--- src/rtl/rf_wb_arbiter.sv ---
// rf_wb_arbiter: write-port controller for the 2R1W core register file.
//
// The single RF write port is shared between the pipeline writeback stage
// and out-of-order remote load responses. Writeback always wins. Remote
// responses wait in a small FIFO and drain whenever writeback is idle. A
// per-register scoreboard tracks outstanding remote loads for issue-stage
// hazard checks. A starvation guard asks the pipeline to yield the port
// when buffered responses keep losing to writeback.
//
// Optional feature macro: RF_WB_ARB_BYPASS_EN
//   When defined, a response that arrives while the FIFO is empty and
//   writeback is idle is written to the RF in the same cycle, without
//   passing through the FIFO.
//
// Ports:
//   clk, reset_n                     clock, synchronous active-low reset
//   wb_v_i, wb_addr_i, wb_data_i     pipeline writeback request
//   rsp_v_i, rsp_addr_i, rsp_data_i  remote load response
//   rsp_ready_o                      FIFO can accept a response
//   issue_v_i, issue_addr_i          remote load issued (marks pending)
//   rs_addr_i, rd_addr_i             issue-stage registers under hazard check
//   hazard_o                         either checked register is pending
//   wb_stall_o                       pipeline must hold wb_v_i low
//   rf_wen_o, rf_waddr_o, rf_wdata_o register file write port
//   fifo_empty_o                     no buffered responses
module rf_wb_arbiter #(
  parameter int addr_width_p   = 5,
  parameter int fifo_els_p     = 4,
  parameter int starve_limit_p = 8
) (
  input  logic                    clk,
  input  logic                    reset_n,
  input  logic                    wb_v_i,
  input  logic [addr_width_p-1:0] wb_addr_i,
  input  logic [31:0]             wb_data_i,
  input  logic                    rsp_v_i,
  input  logic [addr_width_p-1:0] rsp_addr_i,
  input  logic [31:0]             rsp_data_i,
  output logic                    rsp_ready_o,
  input  logic                    issue_v_i,
  input  logic [addr_width_p-1:0] issue_addr_i,
  input  logic [addr_width_p-1:0] rs_addr_i,
  input  logic [addr_width_p-1:0] rd_addr_i,
  output logic                    hazard_o,
  output logic                    wb_stall_o,
  output logic                    rf_wen_o,
  output logic [addr_width_p-1:0] rf_waddr_o,
  output logic [31:0]             rf_wdata_o,
  output logic                    fifo_empty_o
);

  localparam int regs_lp     = 1 << addr_width_p;
  localparam int ptr_w_lp    = $clog2(fifo_els_p);
  localparam int cnt_w_lp    = $clog2(fifo_els_p + 1);
  localparam int starve_w_lp = $clog2(starve_limit_p + 1);
  localparam logic [cnt_w_lp-1:0]    full_cnt_lp   = cnt_w_lp'(fifo_els_p);
  localparam logic [starve_w_lp-1:0] starve_max_lp = starve_w_lp'(starve_limit_p);

  // Payload storage is not reset; only pointers/count qualify it.
  logic [addr_width_p-1:0] fifo_addr [fifo_els_p];
  logic [31:0]             fifo_data [fifo_els_p];
  logic [ptr_w_lp-1:0]     rd_ptr, wr_ptr;
  logic [cnt_w_lp-1:0]     count;
  logic [regs_lp-1:0]      sb, sb_next;
  logic [starve_w_lp-1:0]  starve_cnt, starve_next;
  logic                    stall_r, stall_next;

  logic                    bypass, pop, push, set_v, clear_v;
  logic                    sel_v;
  logic [addr_width_p-1:0] sel_addr, clear_addr;
  logic [31:0]             sel_data;

  assign rsp_ready_o  = (count != full_cnt_lp);
  assign fifo_empty_o = (count == '0);
  assign hazard_o     = sb[rs_addr_i] | sb[rd_addr_i];
  assign wb_stall_o   = stall_r;

`ifdef RF_WB_ARB_BYPASS_EN
  assign bypass = reset_n & fifo_empty_o & ~wb_v_i & rsp_v_i;
`else
  assign bypass = 1'b0;
`endif

  // Nothing moves in a reset cycle: no pop, no push, no RF write.
  assign pop   = reset_n & ~wb_v_i & ~fifo_empty_o;
  assign push  = reset_n & rsp_v_i & rsp_ready_o & ~bypass;
  assign set_v = issue_v_i & (issue_addr_i != '0);

  // Write-port source select: writeback, then FIFO head, then bypass.
  always_comb begin
    sel_v    = 1'b0;
    sel_addr = '0;
    sel_data = '0;
    if (wb_v_i) begin
      sel_v    = 1'b1;
      sel_addr = wb_addr_i;
      sel_data = wb_data_i;
    end else if (!fifo_empty_o) begin
      sel_v    = 1'b1;
      sel_addr = fifo_addr[rd_ptr];
      sel_data = fifo_data[rd_ptr];
    end else if (bypass) begin
      sel_v    = 1'b1;
      sel_addr = rsp_addr_i;
      sel_data = rsp_data_i;
    end
  end

  // x0 is never written; an x0 FIFO entry is still consumed.
  assign rf_wen_o   = reset_n & sel_v & (sel_addr != '0);
  assign rf_waddr_o = rf_wen_o ? sel_addr : '0;
  assign rf_wdata_o = rf_wen_o ? sel_data : '0;

  assign clear_v    = pop | bypass;
  assign clear_addr = pop ? fifo_addr[rd_ptr] : rsp_addr_i;

  // Scoreboard: clear applied first so a same-address set wins.
  always_comb begin
    sb_next = sb;
    if (clear_v) sb_next[clear_addr] = 1'b0;
    if (set_v)   sb_next[issue_addr_i] = 1'b1;
    sb_next[0] = 1'b0;
  end

  // Starvation counter counts consecutive losses of a non-empty FIFO.
  always_comb begin
    starve_next = starve_cnt;
    if (pop) begin
      starve_next = '0;
    end else if (!fifo_empty_o && wb_v_i && (starve_cnt != starve_max_lp)) begin
      starve_next = starve_cnt + 1'b1;
    end
    stall_next = !pop && (stall_r || (starve_next == starve_max_lp));
  end

  always_ff @(posedge clk) begin
    if (!reset_n) begin
      rd_ptr     <= '0;
      wr_ptr     <= '0;
      count      <= '0;
      sb         <= '0;
      starve_cnt <= '0;
      stall_r    <= 1'b0;
    end else begin
      if (push) wr_ptr <= wr_ptr + 1'b1;
      if (pop)  rd_ptr <= rd_ptr + 1'b1;
      count      <= count + cnt_w_lp'(push) - cnt_w_lp'(pop);
      sb         <= sb_next;
      starve_cnt <= starve_next;
      stall_r    <= stall_next;
    end
  end

  always_ff @(posedge clk) begin
    if (push) begin
      fifo_addr[wr_ptr] <= rsp_addr_i;
      fifo_data[wr_ptr] <= rsp_data_i;
    end
  end

  // Protocol checks on the surrounding pipeline.
  always_ff @(posedge clk) begin
    if (reset_n) begin
      assert (!(set_v && sb[issue_addr_i]))
        else $error("rf_wb_arbiter: issue to already-pending register %0d", issue_addr_i);
      assert (!(wb_v_i && stall_r))
        else $error("rf_wb_arbiter: writeback asserted while stalled");
    end
  end

endmodule

--- config.mk ---
export PLATFORM = sky130hd
export DESIGN_NAME = rf_wb_arbiter
export DESIGN_NICKNAME = d
export VERILOG_FILES = /design/src/rtl/rf_wb_arbiter.sv
export SDC_FILE = /design/constraint.sdc
export NUM_CORES = 1
export LEC_CHECK = 0
export CAP_MARGIN = 20
export CORE_ASPECT_RATIO = 0.75
export CORE_MARGIN = 1.5
export CORE_UTILIZATION = 54
export CTS_CLUSTER_SIZE = 25
export DETAILED_ROUTE_END_ITERATION = 12
export GPL_ROUTABILITY_DRIVEN = 0
export PLACE_DENSITY = 0.79
export SLEW_MARGIN = 10
export SYNTH_ARGS = -nofsm -noshare
export SYNTH_HDL_FRONTEND = slang
export SYNTH_SLANG_ARGS = --single-unit
--- constraint.sdc ---
create_clock -name clk -period 3.3 [get_ports clk]
set_clock_uncertainty 0.2 [all_clocks]
set_input_delay 0.825 -clock clk [delete_from_list [all_inputs] [get_ports clk]]
set_output_delay 0.825 -clock clk [all_outputs]
set_load 0.01 [all_outputs]
==> impl_results.md, run 1 <==
* Final cycle utilization of the critical path at 104.6%
* Filler instances at 953
* Effective utilization at floorplan at a little under three fifths
* Setup Crit Path Kind: in2out
* Share of synthesized area occupied by flip-flops and latches at a little over three fifths
* Achievable clock frequency at 0.2898 GHz
* Async S/R FF share, synth at 0%
* TritonCTS clock tree: yes
* Area used by multi-input combinational logic at approximately 0.0031 mm2
* Hold depth at 2
* Status: finished, violations left
* Number of hold buffers added after CTS at 0
* Distinct cell type count of the synthesized netlist at 48
* Number of antenna violations at the first check in global routing at 1
* Layout area overhead at 32.61%
* Critical path startpoint category: input port
* Top library cells by usage in the layout, fill and taps aside: edfxtp_1 (148), clkdlybuf4s50_1 (84), nand2_1 (83), mux4_2 (50), dfxtp_1 (43)
* Area of the die at 0.01653 mm2
* Post-detailed-route DRC marker count at 0
* FF+latch area at 0.005350 mm2
* Global-route wire length before repair at 32.91 mm
* TritonCTS sink count at 193
* Portion of synthesized cell area occupied by the leading cell type at 52.23%
* Floorplan die width at 148.0 um
* Count of TritonRoute iterations in the first routing pass at 7
* Violated checks: negative setup slack
* Normalized max-slew margin at 59.05%
* Syn avg cell area at 14.25 um2
* Gr ovfl total at 0
* Most common cell after layout, fill and taps aside: edfxtp_1
* Buffers from clock root to sink, at most at 2
* Hold violation count in the final report at 0
* Post-route standard cell area excluding fillers at ~0.011 mm2
* Core outline area at 0.01532 mm2
* Number of cell instances on the worst register-to-register path at 10
* RSZ-0062 raised after global routing: true
* Slack of the worst reg-to-reg path at 0.71 ns
* Maximum VDD drop at 0.5346 mV
* Hpwl dp at 14.54 mm
* Placed instance area at 0.01051 mm2
* Final worst-path setup slack at -0.1506 ns
* Syn nets at 700
* Global-route usage over all layers at 26.59%
* Area of the mapped netlist at 0.008509 mm2
* Required time at the worst-slack endpoint at approximately 2.3 ns
* Number of instances in the placed design at 953
* Die Y-Extent at around 110 um
* Max FO, Critical Path at 5
* Yosys reg bits at 193
* Worst EP arrival at 2.43 ns
* Ranking of synthesized cells by area: edfxtp_1 (52%), mux4_2 (13%), dfxtp_1 (11%)
* Number of levels the H-tree was split into at 4
* EDFF count, synth at roughly 150
* Final standard cell count with taps included and fillers excluded at 995
* Number of maximum-capacitance constraint violations at 0
* Final nets at ~880
* Drt wl/cell at 21.05 um
* Detailed-route wire length at 20.94 mm
* Ports placed on the boundary at 136
* Cell taking the most area after synthesis: edfxtp_1
* Maximum number of pins on one net before global-route repair at 22
* Count of yosys warnings during synthesis at 0
* Clock-pin slew on the worst setup and hold paths at approximately 0.07 ns
* IO Port Bufs at about 140
* Instance count of the mapped netlist at around 600
* Power density normalized to cell area at 586.1 mW/mm2
* Total count of max-transition violations in the final report at 0
* Final Setup Violations at 33
* Worst hold-check path type: reg2reg
* 1st-iter DRT viols at 600
* Number of buffers created by CTS at 17
* Final Critical Period at 3.451 ns
* Routed via count at around 6,000
* Antenna violation net count after detailed routing at 0
* Leakage dissipation at between 4 and 5 nW
* Layout cells sized above 1 at 29.15%
* Via count of the first global-routing pass at 6,115
* Per-cell via count in the routed design at approximately 6
* Worst-margin pin slew at 0.6087 ns
* Root buf cell: clkbuf_16
* Core Rows at 39
* Clock insertion delay at the later pin of the skew report at approximately 0.44 ns
* Synth Flop Type: edfxtp_1
* Sort of element at the end of the critical path: primary output
## metrics by stage
| stage | power, W | hold slack [ns] | setup TNS (ns) | utilization (%) | setup WS [ns] |
|---|---|---|---|---|---|
| 2_1_floorplan | 0.003809 | 0.2428 | 0 | - | 0.1077 |
| 3_3_place_gp | 0.004439 | 0.2794 | -24.24 | 68.60 | -0.7172 |
| 3_5_place_dp | 0.004494 | 0.2888 | -24.73 | 68.60 | -0.7482 |
| 4_1_cts | 0.006611 | 0.3020 | -5.495 | 73.10 | -0.2223 |
| 5_1_grt | 0.006858 | 0.3140 | -5.912 | 73.65 | -0.2072 |
| 6_report | 0.006614 | 0.3036 | -3.981 | 73.65 | -0.1506 |
## synth_stat cells (2+ instances only)
cell type  instances
inv_1             10
buf_4              3
and2_1            13
xor2_1             2
mux2i_1            7
o211ai_2           2
mux2_2             3
nor3_1             4
and3_1             4
nand2_1           83
ha_1               8
a31oi_1            2
buf_2              4
nand3_1            6
o211ai_1          36
dfxtp_1           45
nor2b_1            8
clkbuf_1          24
edfxtp_1         148
buf_6              2
mux4_2            50
buf_1              3
nor2_1            50
nor3b_1            2
and3b_1            2
a22oi_1           37
xnor2_1            5
o21ai_0            3
a21oi_1            7
nand2b_1           6
## worst max-delay path: stages
cell           delay, ns
dlygate4sd2_1       0.25
or4_4               0.43
o21a_1              0.23
o21ai_4             0.21
buf_6               0.16
buf_16              0.14
nor2_2              0.05
buf_2               0.14
## final cells by class
cell class,count,share of cell area [%]
inverter,12,0.4657
clock buffer,17,3.770
sequential,193,47.41
clock inverter,15,1.619
antenna,1,0.02218
multi-input combinational,355,27.46
tap,205,2.273
timing repair buffer,197,16.98
## cells by family after synthesis
group           count (synthesis)  synth area share [%]
compound gates                 94                 8.249
xor+xnor                        7                0.7205
fa+ha+maj                       9                 1.412
buf+inv                        49                 2.603
flops                         193                 62.81
mux                            60                 14.45
simple gates                  185                 9.749
## power breakdown
group          switching, W  internal, W  total, W
clock               0.00102      0.00103   0.00205
combinational      0.000864     0.000882   0.00175
sequential        0.0000725      0.00275   0.00282
## per-layer routing
layer	GRT usage, %	vias up	share of wire, %
li1	-	2665	-
met3	6.721	36	8.0
met4	8.581	0	2.1
met5	0	-	0
met2	41.56	273	48
met1	36.99	2914	42
## repair_timing
action,4_1_cts,5_1_grt
endpoints found under the setup margin,39,34
pin swaps,20,13
endpoints found under the hold margin,0,0
setup buffers,8,1
cloned,3,0
resized for setup,198,36
## registers in the layout (all words and copies together) (netlist names), named ones only
signal,cells
count,3
fifo_addr,20
fifo_data,128
rd_ptr,2
sb,31
starve_cnt,4
wb_stall_o,1
wr_ptr,2
## path summary, 6_finish.rpt
check	startpoint	end
max	wb_addr_i[0]	rf_wdata_o[14]
min	sb[16]	sb[16]
max reg2reg	count[2]	count[2]
min reg2reg	sb[16]	sb[16]
Note: power is estimated with default switching activity, not from simulation.
==> run 2: changes to the inputs <==
ABC_CLOCK_PERIOD_IN_PS = 3300   (was not set)
==> results of run 2 <==
Final layout, timing and power as in run 1 (identical DEF).
